[config.mk]
export PLATFORM = sky130hd
export DESIGN_NAME = ram64_copier_flat
export DESIGN_NICKNAME = d
export VERILOG_FILES = /design/src/rtl/ram64_copier_pkg.sv /design/src/rtl/ram64_copier_if.sv /design/src/rtl/ram64_copier.sv /design/src/flat_wrapper.sv
export SDC_FILE = /design/constraint.sdc
export NUM_CORES = 1
export LEC_CHECK = 0
export ABC_CLOCK_PERIOD_IN_PS = 3100
export CORE_MARGIN = 2
export CORE_UTILIZATION = 51
export CTS_CLUSTER_DIAMETER = 60
export DETAILED_ROUTE_END_ITERATION = 16
export PLACE_DENSITY = 0.93
export SLEW_MARGIN = 20
export SYNTH_ARGS = -nofsm -noshare
export SYNTH_HDL_FRONTEND = slang
export SYNTH_SLANG_ARGS = --single-unit
[constraint.sdc]
create_clock -name clk -period 3.1 [get_ports clk]
set_input_delay 0.465 -clock clk [delete_from_list [all_inputs] [get_ports clk]]
set_output_delay 0.465 -clock clk [all_outputs]
set_load 0.01 [all_outputs]
[src/rtl/ram64_copier_pkg.sv]
// Shared definitions for the RAM64 block copier.
// Holds the FSM encoding, default widths and RAM depth.
package ram64_copier_pkg;

    localparam int unsigned DATA_W_DEF = 16;
    localparam int unsigned ADDR_W_DEF = 6;
    localparam int unsigned RAM_WORDS  = 64;

    typedef enum logic [1:0] {
        IDLE  = 2'd0,
        READ  = 2'd1,
        WRITE = 2'd2,
        DONE  = 2'd3
    } state_e;

endpackage

[src/rtl/ram64_copier_if.sv]
// Port bundle between the copier (master) and an external RAM64 (slave).
interface ram64_copier_if
    import ram64_copier_pkg::*;
#(
    parameter int unsigned DATA_W = DATA_W_DEF,
    parameter int unsigned ADDR_W = ADDR_W_DEF
);

    logic [ADDR_W-1:0] mem_address;
    logic [DATA_W-1:0] mem_in;
    logic              mem_load;
    logic [DATA_W-1:0] mem_out;

    modport master (
        output mem_address,
        output mem_in,
        output mem_load,
        input  mem_out
    );

    modport slave (
        input  mem_address,
        input  mem_in,
        input  mem_load,
        output mem_out
    );

endinterface

[src/rtl/ram64_copier.sv]
// Ascending word-by-word block copy inside an external RAM64.
// Each word costs one READ and one WRITE cycle; pointers wrap at the RAM depth.
module ram64_copier
    import ram64_copier_pkg::*;
#(
    parameter int unsigned DATA_W = DATA_W_DEF,
    parameter int unsigned ADDR_W = ADDR_W_DEF
) (
    input  logic              clk,
    input  logic              rst_n,
    input  logic              start,
    input  logic [ADDR_W-1:0] src,
    input  logic [ADDR_W-1:0] dst,
    input  logic [ADDR_W:0]   len,
    output logic              busy,
    output logic              done,
    ram64_copier_if.master    mem
);

    localparam int unsigned LEN_W = ADDR_W + 1;
    localparam logic [LEN_W-1:0] MAX_LEN = LEN_W'(RAM_WORDS);

    state_e            state_q, state_d;
    logic [ADDR_W-1:0] rd_ptr_q, rd_ptr_d;
    logic [ADDR_W-1:0] wr_ptr_q, wr_ptr_d;
    logic [LEN_W-1:0]  count_q, count_d;
    logic [LEN_W-1:0]  len_q, len_d;
    logic [LEN_W-1:0]  len_eff_c;
    logic [DATA_W-1:0] data_q, data_d;

    logic              busy_d, done_d;
    logic              load_q, load_d;
    logic [ADDR_W-1:0] addr_q, addr_d;
    logic [DATA_W-1:0] din_q, din_d;

    assign len_eff_c = (len > MAX_LEN) ? MAX_LEN : len;

    // Next state plus the registered output values for the state being entered
    always_comb begin
        state_d  = state_q;
        rd_ptr_d = rd_ptr_q;
        wr_ptr_d = wr_ptr_q;
        count_d  = count_q;
        len_d    = len_q;
        data_d   = data_q;
        busy_d   = 1'b0;
        done_d   = 1'b0;
        load_d   = 1'b0;
        addr_d   = '0;
        din_d    = '0;

        case (state_q)
            IDLE: begin
                if (start) begin
                    rd_ptr_d = src;
                    wr_ptr_d = dst;
                    len_d    = len_eff_c;
                    count_d  = '0;
                    state_d  = (len_eff_c == '0) ? DONE : READ;
                end
            end
            READ: begin
                data_d  = mem.mem_out;
                state_d = WRITE;
            end
            WRITE: begin
                rd_ptr_d = rd_ptr_q + ADDR_W'(1);
                wr_ptr_d = wr_ptr_q + ADDR_W'(1);
                count_d  = count_q + LEN_W'(1);
                state_d  = (count_d == len_q) ? DONE : READ;
            end
            DONE: begin
                state_d = IDLE;
            end
            default: begin
                state_d = IDLE;
            end
        endcase

        // mem_out is sampled directly on the READ->WRITE edge, so din_d tracks data_d
        case (state_d)
            READ: begin
                busy_d = 1'b1;
                addr_d = rd_ptr_d;
            end
            WRITE: begin
                busy_d = 1'b1;
                load_d = 1'b1;
                addr_d = wr_ptr_d;
                din_d  = data_d;
            end
            DONE: begin
                done_d = 1'b1;
            end
            default: begin
                busy_d = 1'b0;
            end
        endcase
    end

    always_ff @(posedge clk) begin
        if (!rst_n) begin
            state_q  <= IDLE;
            rd_ptr_q <= '0;
            wr_ptr_q <= '0;
            count_q  <= '0;
            len_q    <= '0;
            data_q   <= '0;
            busy     <= 1'b0;
            done     <= 1'b0;
            load_q   <= 1'b0;
            addr_q   <= '0;
            din_q    <= '0;
        end else begin
            state_q  <= state_d;
            rd_ptr_q <= rd_ptr_d;
            wr_ptr_q <= wr_ptr_d;
            count_q  <= count_d;
            len_q    <= len_d;
            data_q   <= data_d;
            busy     <= busy_d;
            done     <= done_d;
            load_q   <= load_d;
            addr_q   <= addr_d;
            din_q    <= din_d;
        end
    end

    // A write landing on the reset edge must not reach the RAM, hence the rst_n gate
    assign mem.mem_address = addr_q;
    assign mem.mem_in      = din_q;
    assign mem.mem_load    = load_q & rst_n;

endmodule

[src/flat_wrapper.sv]
// flat-port wrapper written by rule: the top's interface ports become plain ports
module ram64_copier_flat import ram64_copier_pkg::*;
#(
    parameter int unsigned DATA_W = DATA_W_DEF,
    parameter int unsigned ADDR_W = ADDR_W_DEF
)
  (clk, rst_n, start, src, dst, len, busy, done, mem_mem_address, mem_mem_in, mem_mem_load, mem_mem_out);
  ram64_copier_if #(.DATA_W(DATA_W), .ADDR_W(ADDR_W)) mem_i ();
  input  logic clk;
  input  logic rst_n;
  input  logic start;
  input  logic [ADDR_W-1:0] src;
  input  logic [ADDR_W-1:0] dst;
  input  logic [ADDR_W:0] len;
  output logic busy;
  output logic done;
  output wire logic [$bits(mem_i.mem_address)-1:0] mem_mem_address;
  output wire logic [$bits(mem_i.mem_in)-1:0] mem_mem_in;
  output wire logic [$bits(mem_i.mem_load)-1:0] mem_mem_load;
  input wire logic [$bits(mem_i.mem_out)-1:0] mem_mem_out;
  assign mem_mem_address = mem_i.mem_address;
  assign mem_mem_in = mem_i.mem_in;
  assign mem_mem_load = mem_i.mem_load;
  assign mem_i.mem_out = mem_mem_out;
  ram64_copier #(.DATA_W(DATA_W), .ADDR_W(ADDR_W)) u_core (.clk(clk), .rst_n(rst_n), .start(start), .src(src), .dst(dst), .len(len), .busy(busy), .done(done), .mem(mem_i));
endmodule
==> metrics.md, run 1 <==
| Metric | Value |
|---|---|
| Total GRT Usage | `22.3%` |
| Clk root buf | `clkbuf_8` |
| Area growth syn-to-layout | `31.4%` |
| Post-synth EDFFs | `0` |
| Crit-path max FO | `9` |
| Drt total wl | `5.59 mm` |
| GPL Wtd Cong | `0.900` |
| Total setup buffers inserted after CTS | `0` |
| Grt ovf | `0` |
| Initial antenna violation count | `0` |
| First-pass GRT wire length | `8.87 mm` |
| I/O pin total | `63` |
| Length in cells of the worst reg-to-reg path | `6` |
| R2r setup slk | `0.91 ns` |
| Comb pwr share | `15.9%` |
| Die Ht | `72.0 µm` |
| WHS Path Cells | `2` |
| Average via count per standard cell | `5.77` |
| Endpoints failing setup | `0` |
| Period utilization | `73.3%` |
| Sequential Area | `1060 µm²` |
| Synth top area share | `45.0%` |
| Vias in the first global route | `1885` |
| Synth area leaders | `dfxtp_1, and2_1, a21oi_1, nand2_1, xnor2_1` |
| Most frequent cells in the layout | `clkdlybuf4s50_1, dfxtp_1, nand2_1, a21oi_1, and2_1` |
| CP endpoint kind | `output port` |
| Crit path cell chain | `clkdlybuf4s50_1 > and2_1 > clkdlybuf4s50_1` |
| CP max stage delay | `0.65 ns` |
| Routed Antenna Nets | `0` |
| Min cycle time layout | `2.27 ns` |
| Reg clk slew, reported paths | `0.09 ns` |
| Final HPWL DP | `3.99 mm` |
| Final Power | `1.37 mW` |
| Drt first pass iters | `5` |
| Clock insertion delay at the later pin of the skew report | `0.31 ns` |
| Syn avg cell area | `9.25 µm²` |
| Post-synth cell types | `54` |
| Chip width | `72.0 µm` |
| DRC Markers | `0` |
| Cells after Synth | `255` |
| P per Cell Area | `441 nW/µm²` |
| Sw Share | `26.0%` |
| Int Power | `1.01 mW` |
| Worst Hold Class | `reg2reg` |
| RSZ-0062 raised after global routing | `false` |
| Slew Limit Fails | `0` |
| Max VDD drop | `0.000359 V` |
| Multi-input logic area | `1210 µm²` |
| Worst Tran Pin Value | `0.723 ns` |
| Share of cells above drive strength 1 | `7.35%` |
| Hold Violations, Final | `0` |
| Clk pwr share | `29.3%` |
| Routed wire per std cell | `15.3 µm` |
| Ys Warns | `0` |
| Leak Pwr | `1.14 nW` |
| Cts hold-fix bufs | `0` |
| Ys flop type | `dfxtp_1` |
| Most Frequent Cell on Critical Path | `clkdlybuf4s50_1` |
| Post-Syn Area | `2360 µm²` |
| Pin count of the biggest net entering global routing | `25` |
| Synth async-reset ratio | `0%` |
| Commonest non-fill, non-tap cell in the layout | `clkdlybuf4s50_1` |
| CP Launch Type | `input pin` |
| Req. time, crit path | `2.63 ns` |
| Post-synth top area cell | `dfxtp_1` |
| First DRT Iteration DRCs | `158` |
| Max Cap Violations | `0` |
| Seq/Total Area, Yosys | `45.0%` |
| Clock Skew | `0.00380 ns` |
| Number of CTS-inserted buffers | `5` |
| Register share of total power | `54.8%` |
| Critical path's slowest cell | `clkdlybuf4s50_1` |
| Critical path type | `in2out` |
| H-tree lvl count | `2` |
| Core area | `4410 µm²` |
| Final #Nets | `354` |
| Status | `complete, no violations` |
| Maximum buffer depth of the clock tree | `2` |
| Setup_tns | `0 ns` |
| Final core occ | `70.2%` |
| Synth Register Bits | `53` |
| Sinks on Clock Net | `53` |
| Rows | `24` |
| ANT cells | `0` |
| Syn_nets | `296` |
| Post-cts repair resize count | `0` |
| Crit path DAT | `1.81 ns` |
| Port-buffer cells | `62` |
| DIE AREA | `5180 µm²` |
| Fillers | `336` |
| CTS tree | `yes` |
| Initial Utilization | `53.4%` |
| Max_slew headroom | `51.6%` |
| Max frequency | `440 MHz` |
| Switching pwr | `356 µW` |
| Via count | `2105` |
==> registers in the layout (all words and copies together), names as in the netlist <==
name,count
u_core.mem.mem_in,16
u_core.count_q,7
u_core.len_q,7
u_core.mem.mem_address,6
u_core.rd_ptr_q,6
u_core.wr_ptr_q,6
u_core.state_q,2
u_core.busy,1
u_core.done,1
u_core.load_q,1
==> cell type report <==
| cell class | count | share of cell area [%] |
|---|---|---|
| clock buffer | 6 | 2.66 |
| clock inverter | 1 | 0.242 |
| inverter | 7 | 0.848 |
| multi-input combinational | 181 | 39.2 |
| sequential | 53 | 34.2 |
| tap | 52 | 2.10 |
| timing repair buffer | 65 | 20.8 |
==> routing by layer <==
metal	track usage, %	routed length (µm)	vias to the layer above
met5	0	0	-
met1	29.7	2370	966
met2	34.7	2660	108
met3	5.56	454	9
li1	-	-	1022
met4	9.85	109	0
==> through the flow <==
stage	hold WS, ns	cell area, µm²	std cells	setup slack (ns)
final	0.479	3100	365	0.826
after global routing	0.501	3100	365	0.774
after CTS	0.479	3100	365	0.847
after detailed placement	0.460	3010	358	0.616
after global placement	0.454	3000	358	0.643
after floorplan	0.443	2360	255	1.35
==> critical path: cells and delay by family <==
| family | cells | cell delay, ns |
|---|---|---|
| buffers and inverters | 2 | 1.17 |
| and+or+nand+nor | 1 | 0.17 |
==> power groups by stage <==
stage               Sequential [mW]  Combinational (mW)  Clock [mW]
floorplan                     0.760               0.112           0
global placement              0.762               0.209           0
detailed placement            0.762               0.215           0
CTS                           0.747               0.217       0.401
global route                  0.753               0.234       0.425
finish                        0.749               0.217       0.400
==> logic make-up (layout without fill, tap and decap cells) <==
group	count (synthesis)	count (layout)	synth area share, %
mux	1	1	0.424
fa+ha+maj	3	3	1.59
compound gates	72	72	21.0
simple gates	92	92	22.5
xor+xnor	13	13	5.62
flops	53	53	45.0
buf+inv	21	79	3.82
==> Yosys cell counts, types with 4 or more instances <==
cell	instances
xor2_1	4
o22ai_1	5
dfxtp_1	53
clkbuf_1	5
a32o_1	5
xnor2_1	8
a21o_1	4
nor2_1	13
buf_2	5
nand3_1	11
inv_1	6
and2_1	18
a22oi_1	5
nand3b_1	6
a21oi_1	21
nand2_1	21
o21ai_0	12
==> final timing paths <==
| check | start | end |
|---|---|---|
| worst max-delay path | rst_n | mem_mem_load |
| worst min-delay path | u_core.len_q[2]$_SDFFE_PN0P_ | u_core.len_q[2]$_SDFFE_PN0P_ |
| worst max register to register | u_core.state_q[0]$_SDFF_PN0_ | u_core.mem.mem_address[4]$_SDFF_PN0_ |
| worst min register to register | u_core.len_q[2]$_SDFFE_PN0P_ | u_core.len_q[2]$_SDFFE_PN0P_ |
Note: power is estimated with default switching activity, not from simulation.
==> inputs of run 2 (changes only) <==
--- a/config.mk
+++ b/config.mk
@@ -5,12 +5,12 @@
 export SDC_FILE = /design/constraint.sdc
 export NUM_CORES = 1
 export LEC_CHECK = 0
-export ABC_CLOCK_PERIOD_IN_PS = 3100
+export ABC_CLOCK_PERIOD_IN_PS = 2350
 export CORE_MARGIN = 2
-export CORE_UTILIZATION = 51
+export CORE_UTILIZATION = 47
 export CTS_CLUSTER_DIAMETER = 60
 export DETAILED_ROUTE_END_ITERATION = 16
-export PLACE_DENSITY = 0.93
+export PLACE_DENSITY = 0.87
 export SLEW_MARGIN = 20
 export SYNTH_ARGS = -nofsm -noshare
 export SYNTH_HDL_FRONTEND = slang
==> constraint.sdc (replaced) <==
create_clock -name clk -period 2.35 [get_ports clk]
set_input_delay 0.3525 -clock clk [delete_from_list [all_inputs] [get_ports clk]]
set_output_delay 0.3525 -clock clk [all_outputs]
set_load 0.01 [all_outputs]
==> metrics.md, run 2 (synthesis results as in run 1) <==
| Metric | Value |
|---|---|
| Req. time, crit path | `2.55 ns (-0.08 ns)` |
| Area growth syn-to-layout | `36.3%` |
| Final HPWL DP | `4.32 mm (+8.3%)` |
| Crit path cell chain | `ha_1 > nand3_1 > or2_1 > xnor2_4 > o211ai_2 > a32o_1` |
| Worst Hold Class | `reg2reg` |
| R2R Path End | `u_core.mem.mem_address[0]$_SDFF_PN0_` |
| CTS tree | `yes` |
| Min cycle time layout | `2.00 ns` |
| Setup_tns | `0 ns (unchanged)` |
| Share of cells above drive strength 1 | `10.5% (+3.1 points)` |
| Reg clk slew, reported paths | `0.09 ns (about the same)` |
| Length in cells of the worst reg-to-reg path | `6 (unchanged)` |
| Drt total wl | `5.88 mm (+5.1%)` |
| Cell family with most CP delay | `compound AO/OA/AOI/OAI gates` |
| Rows | `25 (+4.2%)` |
| Sw Share | `25.0% (-1.0 points)` |
| Critical path's slowest cell | `dfxtp_1` |
| Number of CTS-inserted buffers | `5 (unchanged)` |
| Chip width | `74.8 µm (+3.9%)` |
| Hold Path End | `u_core.len_q[1]$_SDFFE_PN0P_` |
| Critical path type | `reg2reg` |
| First-pass GRT wire length | `9.00 mm (+1.4%)` |
| Commonest non-fill, non-tap cell in the layout | `clkdlybuf4s50_1` |
| Drt first pass iters | `5 (unchanged)` |
| Endpoints failing setup | `0 (unchanged)` |
| DRC Markers | `0 (unchanged)` |
| Clock Skew | `0.00871 ns (+0.00492 ns)` |
| RSZ-0062 raised after global routing | `false` |
| Clock insertion delay at the later pin of the skew report | `0.31 ns (about the same)` |
| Max Cap Violations | `0 (unchanged)` |
| DIE AREA | `5600 µm² (+8.0%)` |
| R2r setup slk | `0.35 ns (-0.56 ns)` |
| Comb pwr share | `16.4% (+0.5 points)` |
| Max VDD drop | `0.000434 V (+21%)` |
| Total setup buffers inserted after CTS | `0 (unchanged)` |
| Crit path DAT | `2.20 ns (+0.39 ns)` |
| Pin count of the biggest net entering global routing | `23 (-8.0%)` |
| Routed Antenna Nets | `0 (unchanged)` |
| Crit-path max FO | `7 (-2)` |
| I/O pin total | `63 (unchanged)` |
| Period utilization | `85.2%` |
| Switching pwr | `479 µW (+35%)` |
| Int Power | `1.43 mW (+42%)` |
| Routed wire per std cell | `15.0 µm (-2.1%)` |
| Worst Tran Pin Value | `0.423 ns (-0.300 ns)` |
| Grt ovf | `0 (unchanged)` |
| Cts hold-fix bufs | `0 (unchanged)` |
| Average via count per standard cell | `5.47 (-5.2%)` |
| Hold Violations, Final | `0 (unchanged)` |
| Most frequent cells in the layout | `clkdlybuf4s50_1, dfxtp_1, nand2_1, a21oi_1, and2_1` |
| CP endpoint kind | `flip-flop` |
| Status | `complete, no violations` |
| Max frequency | `500 MHz` |
| H-tree lvl count | `2 (unchanged)` |
| CP Launch Type | `flip-flop` |
| Max_slew headroom | `71.7% (+20 points)` |
| Leak Pwr | `1.21 nW (+5.8%)` |
| Clk pwr share | `32.4% (+3.1 points)` |
| Worst path bufs/invs | `0 (-2)` |
| Hold Crit Start | `u_core.len_q[1]$_SDFFE_PN0P_` |
| Total GRT Usage | `21.3% (-1.0 points)` |
| Post-cts repair resize count | `0 (unchanged)` |
| Final Power | `1.91 mW (+40%)` |
| Largest register FFs | `16 (unchanged)` |
| Fillers | `373 (+11%)` |
| ANT cells | `0 (unchanged)` |
| P per Cell Area | `595 nW/µm² (+35%)` |
| Core area | `4790 µm² (+8.4%)` |
| GPL Wtd Cong | `0.920 (+2.3%)` |
| Slew Limit Fails | `0 (unchanged)` |
| WHS Path Cells | `2 (unchanged)` |
| Final #Nets | `365 (+3.1%)` |
| Initial antenna violation count | `0 (unchanged)` |
| Vias in the first global route | `1894 (+0.48%)` |
| Die Ht | `74.8 µm (+3.9%)` |
| Via count | `2144 (+1.9%)` |
| Clk root buf | `clkbuf_8` |
| CP max stage delay | `0.42 ns (-0.23 ns)` |
| Sinks on Clock Net | `53 (unchanged)` |
| Maximum buffer depth of the clock tree | `2 (unchanged)` |
| Register share of total power | `51.3% (-3.5 points)` |
| Port-buffer cells | `62 (unchanged)` |
| FF-to-FF Start | `u_core.count_q[1]$_SDFFE_PN0P_` |
| Initial Utilization | `49.3% (-4.1 points)` |
| First DRT Iteration DRCs | `254 (+61%)` |
[run 2: cell types whose count changed in the layout (fill, tap and decap cells not counted)]
cell,before,now
buf_4,3,14
clkbuf_1,0,1
nor3_2,0,1
bufinv_16,0,1
clkinv_4,0,1
clkbuf_8,6,5
clkinvlp_4,1,0
nor3_4,2,1
[run 2: worst max-delay path by stage]
stage / from / endpoint / slack (ns) / depth (start not counted)
4_1_cts: u_core.count_q[1]$_SDFFE_PN0P_ / u_core.mem.mem_address[0]$_SDFF_PN0_ / 0.37 / 6
3_3_place_gp: len[3] / u_core.mem.mem_address[4]$_SDFF_PN0_ / 0.23 / 6
2_1_floorplan: u_core.count_q[0]$_SDFFE_PN0P_ / u_core.mem.mem_address[0]$_SDFF_PN0_ / 0.60 / 6
5_1_grt: u_core.count_q[1]$_SDFFE_PN0P_ / u_core.mem.mem_address[0]$_SDFF_PN0_ / 0.21 / 6
3_5_place_dp: len[3] / u_core.mem.mem_address[1]$_SDFF_PN0_ / 0.19 / 6
6_report: u_core.count_q[1]$_SDFFE_PN0P_ / u_core.mem.mem_address[0]$_SDFF_PN0_ / 0.35 / 6
[run 2: worst register-to-register path: cells and delay by family (launching register included)]
kind | cells | cell delay (ns)
simple gates | 2 | 0.44
fa+ha+maj | 1 | 0.30
compound gates | 2 | 0.53
flops | 1 | 0.42
xor+xnor | 1 | 0.21
[run 2: metal layers]
| metal | vias to the layer above | GRT usage (%) | share of wire (%) |
|---|---|---|---|
| li1 | 1049 | - | - |
| met1 | 1002 | 29.2 | 43 |
| met2 | 80 | 32.6 | 49 |
| met3 | 13 | 4.28 | 5.5 |
| met4 | 0 | 9.72 | 2.4 |
| met5 | - | 0 | 0 |
[run 2: area by class of cell]
type                    instances  area [µm²]  share of cell area, %
multi-input cells             181        1210                   37.5
clock buffers                   6        72.6                   2.26
inverters                       7        26.3                  0.817
repair buffers                 76         726                   22.6
flip-flops and latches         53        1060                   33.0
well taps                      67        83.8                   2.61
clock inverters                 2        38.8                   1.21
[run 2: through the flow]
stage	setup WS [ns]	instances	instance area, µm²	hold WS [ns]	utilization [%]
after floorplan	0.596	255	2360	0.443	-
after global placement	0.229	384	3100	0.456	64.9
after detailed placement	0.186	384	3100	0.469	64.9
after CTS	0.368	392	3220	0.481	67.2
after global routing	0.210	392	3220	0.502	67.2
final	0.349	392	3220	0.477	67.2
[run 2: power by group through the flow]
stage	clock, mW	sequential (mW)	combinational [mW]
finish	0.619	0.980	0.313
CTS	0.632	0.979	0.312
global placement	0	0.998	0.302
floorplan	0	1.00	0.147
detailed placement	0	0.999	0.310
global route	0.663	0.985	0.338
